<file path="config.mk">
export PLATFORM = sky130hd
export DESIGN_NAME = seq_udiv
export DESIGN_NICKNAME = d
export VERILOG_FILES = /design/src/rtl/seq_udiv.sv
export SDC_FILE = /design/constraint.sdc
export NUM_CORES = 1
export LEC_CHECK = 0
export CELL_PAD_IN_SITES_DETAIL_PLACEMENT = 1
export CELL_PAD_IN_SITES_GLOBAL_PLACEMENT = 1
export CORE_ASPECT_RATIO = 0.8
export CORE_MARGIN = 1
export CORE_UTILIZATION = 40
export CTS_CLUSTER_SIZE = 14
export DETAILED_ROUTE_END_ITERATION = 7
export DONT_BUFFER_PORTS = 1
export HOLD_SLACK_MARGIN = 0.06
export PLACE_DENSITY_LB_ADDON = 0.1
export SLEW_MARGIN = 20
export SYNTH_ARGS = -nofsm -noshare
export SYNTH_HDL_FRONTEND = slang
export SYNTH_SLANG_ARGS = --single-unit
</file>
<file path="constraint.sdc">
create_clock -name clk -period 2.77 [get_ports clk]
set_input_delay 0 -clock clk [delete_from_list [all_inputs] [get_ports clk]]
set_output_delay 0 -clock clk [all_outputs]
set_load 0.05 [all_outputs]
</file>
<file path="src/rtl/seq_udiv.sv">
// Sequential unsigned restoring divider: one quotient bit per clock behind a
// start/busy/done handshake, giving fixed n+1 cycle latency from start to done.
module seq_udiv #(
  parameter int n = 16,
  parameter int m = 16
) (
  input  logic         clk,
  input  logic         rst,
  input  logic         start,
  input  logic [n-1:0] a,
  input  logic [m-1:0] b,
  output logic         busy,
  output logic         done,
  output logic [n-1:0] q,
  output logic [m-1:0] r,
  output logic         dz
);

  localparam int cw = $clog2(n + 1);

  typedef enum logic [1:0] {
    IDLE,
    RUN,
    DONE
  } state_t;

  state_t         state, state_n;
  logic [cw-1:0]  cnt;
  logic [n-1:0]   quo;
  logic [m-1:0]   rem;
  logic [m-1:0]   div;

  logic           load;
  logic [m:0]     shifted;
  logic           borrow;
  logic [m-1:0]   trial;
  logic [m-1:0]   rem_step;
  logic [n-1:0]   quo_step;

  // The remainder stays below the divisor between steps, so it fits in m bits;
  // the m+1-bit partial remainder only exists transiently as 'shifted'.
  always_comb begin
    shifted  = {rem, quo[n-1]};
    borrow   = shifted < {1'b0, div};
    trial    = shifted[m-1:0] - div;
    rem_step = borrow ? shifted[m-1:0] : trial;
    quo_step = {quo[n-2:0], ~borrow};
  end

  assign load = start && (state != RUN);

  // NOTE: sequential state uses non-blocking assignments so every register
  // samples pre-edge values; reset is synchronous, so it lives inside the edge.
  always_ff @(posedge clk) begin
    if (rst) state <= IDLE;
    else     state <= state_n;
  end

  always_comb begin
    state_n = state;
    case (state)
      IDLE:    if (start) state_n = RUN;
      RUN:     if (cnt == cw'(1)) state_n = DONE;
      DONE:    state_n = start ? RUN : IDLE;
      default: state_n = IDLE;
    endcase
  end

  always_ff @(posedge clk) begin
    if (rst) begin
      cnt <= '0;
      quo <= '0;
      rem <= '0;
      div <= '0;
      q   <= '0;
      r   <= '0;
      dz  <= 1'b0;
    end else if (load) begin
      quo <= a;
      div <= b;
      rem <= '0;
      cnt <= cw'(n);
    end else if (state == RUN) begin
      quo <= quo_step;
      rem <= rem_step;
      cnt <= cnt - cw'(1);
      if (cnt == cw'(1)) begin
        // A zero divisor never borrows; results are forced to the defined values.
        q  <= (div == '0) ? '1 : quo_step;
        r  <= (div == '0) ? '0 : rem_step;
        dz <= (div == '0);
      end
    end
  end

  assign busy = (state == RUN);
  assign done = (state == DONE);

endmodule

</file>
==> metrics.txt <==
FP Rows 33; #FFs+latches synth 88; # port buffers 0; Ys Warns 0; CTS Buf Count 9; number of standard cells after synthesis 522; RD Place Congestion 0.835; worst slew margin relative to its limit 0.334; Fin. Hold Viols 0; crit-path cells inv_1 > ha_2 > a211oi_2 > nor3b_2 > and4b_1 > or3_1 > nand2_1 > buf_12 > mux2i_1 > o21ai_0; Horiz. Die Dim 119 um; critical-path maximum fanout 13; Worst Path Arrival 2820 ps; DP HPWL 8800 um; Initial DRT Pass Iterations 4; clk_skew 8.89 ps; area of the mapped netlist 4380 um2; hold crit path type input pin to flip-flop; power density cells 761 nW/um2; n_diodes 0; f_max 386 MHz; Reg2Reg Setup Slack 180 ps; vias per cell 5.37; via count of the first global-routing pass 3,710; grt ovf 0; CTS max path bufs 2; worst slew pin tran 996 ps; Sum Neg Setup Slack 0 ps; Worst Setup End Kind flip-flop; Pleak 2.11 nW; period utilization 0.936; Wirelength per Cell 17.9 um; share of cells above drive strength 1 0.0857; # Post-CTS Setup Buffers 0; DR iter-0 viols 234; WL final 12,500 um; commonest non-fill, non-tap cell in the layout dfxtp_1; post-route antenna net violation count 0; Yosys cell types 56; Syn Nets 576; DRC Markers 0; Setup Crit Path Kind flip-flop to flip-flop; later-pin clock latency in the skew report 350 ps; clock sinks 88; clk slew on worst S/H paths 60 ps; Final Setup Violations 0; Worst EP required 3000 ps; core region area 10,400 um2; RSZ-0062 raised after global routing false; first-pass GRT wire length 20,000 um; Avg Cell Area, Syn 8.40 um2; fraction of synthesis flops using an asynchronous set or reset pin 0; ys flop type dfxtp_1; placed cell count 642; Peak VDD IR 0.363 mV; IO Pins 70; nets 609; count of final max-slew check failures 0; outcome completed; Root Buffer clkbuf_16; most frequent cells in the layout 87 x dfxtp_1, 71 x nor2_1, 54 x nand2_1, 41 x dlygate4sd3_1, 40 x a21oi_1; total track usage 0.229; Fillers 1,236; starting density of the core 0.420; sequential area share after synthesis 0.402; slowest cell on the critical path ha_2; maxcap violations 0; crit path launch type flip-flop; synthesis-to-layout area growth 20.3%; Post-synth EDFFs 0; largest net degree at the start of global routing 60; vias post-DR 3,761; CTS tree yes; CP peak stage delay 390 ps; die height 95.6 um; min Tclk post-route 2590 ps; Die ar. 11,400 um2; final cell count without fillers 700; initial antenna violation count 0; H-tree depth 3
==> sequential cells by signal, summed over array words and instances (netlist names) <==
register  count
cnt           5
div          16
dz            1
q            16
quo          16
r            16
rem          16
state         2
==> Yosys cell counts (6+ instances only) <==
master / n / area, um2
xor2_1: 6 / 52.6
mux2i_1: 28 / 280
inv_1: 23 / 86.3
xnor2_1: 8 / 70.1
o21ai_0: 29 / 145
dfxtp_1: 88 / 1760
buf_6: 7 / 78.8
a21oi_1: 40 / 200
ha_1: 18 / 225
nor4_1: 6 / 37.5
nor3_1: 23 / 115
nand2_1: 54 / 203
nand3_1: 9 / 45.0
clkbuf_1: 21 / 78.8
a211oi_1: 22 / 165
a22o_1: 6 / 52.6
nor2_1: 72 / 270
==> timing repair <==
action | CTS | global route
endpoints found under the hold margin | 78 | 12
endpoints found under the setup margin | 0 | 10
resized for setup | 0 | 5
hold buffers | 41 | 1
==> area by class of cell <==
cell class | instances | area (um2) | area share
Clock buffer | 12 | 256 | 0.0486
Timing Repair Buffer | 54 | 541 | 0.103
Tap cell | 140 | 175 | 0.0332
Clock inverter | 4 | 98.8 | 0.0187
Sequential cell | 88 | 1760 | 0.334
Inverter | 23 | 86.3 | 0.0164
Multi-Input combinational cell | 379 | 2350 | 0.446
==> stage by stage <==
stage / util / setup WS [ps] / hold slack (ps) / area, um2 / total power, W
detailed placement: 0.427 / 111 / 84.3 / 4460 / 0.00248
finish: 0.505 / 177 / 227 / 5270 / 0.00401
global placement: 0.427 / 221 / 82.1 / 4460 / 0.00246
floorplan: - / 246 / 136 / 4380 / 0.00225
global route: 0.505 / 4.08 / 270 / 5270 / 0.00420
CTS: 0.502 / 78.9 / 134 / 5240 / 0.00401
==> critical path: cells and delay by family, from the launching register on <==
family                   cells  cell delay (ps)
AND/OR/NAND/NOR              4             1000
adder cells (fa/ha/maj)      1              390
flip-flops                   1              350
multiplexers                 1              290
buffers and inverters        2              230
AO/OA/AOI/OAI                2              220
==> where the power goes <==
part	internal (W)	switching (W)
Sequential	0.00134	0.000104
Clock	0.000935	0.000517
Combinational	0.000486	0.000626
==> final timing paths <==
path                from       to  cells after the start
setup / recovery  div[6]     r[5]                     10
hold / removal     start  div[10]                      3
setup reg to reg  div[6]     r[5]                     10
hold reg to reg   div[6]   div[6]                      2
==> metal layers <==
layer	track usage	routed length, um	up-vias
met1	0.342	6630	1767
met4	0.0601	98	0
met2	0.317	5050	87
met3	0.0610	731	8
met5	0	0	-
li1	-	-	1899
==> cells by family after synthesis <==
family / Yosys count / synth area share
and+or+nand+nor: 192 / 0.200
AOI/OAI and AO/OA: 126 / 0.185
DFF: 88 / 0.402
buffers and inverters: 55 / 0.0659
muxes: 28 / 0.0639
adders and majority gates: 19 / 0.0559
xor gates and xnor gates: 14 / 0.0280
Power figures use the tool's default switching activity.
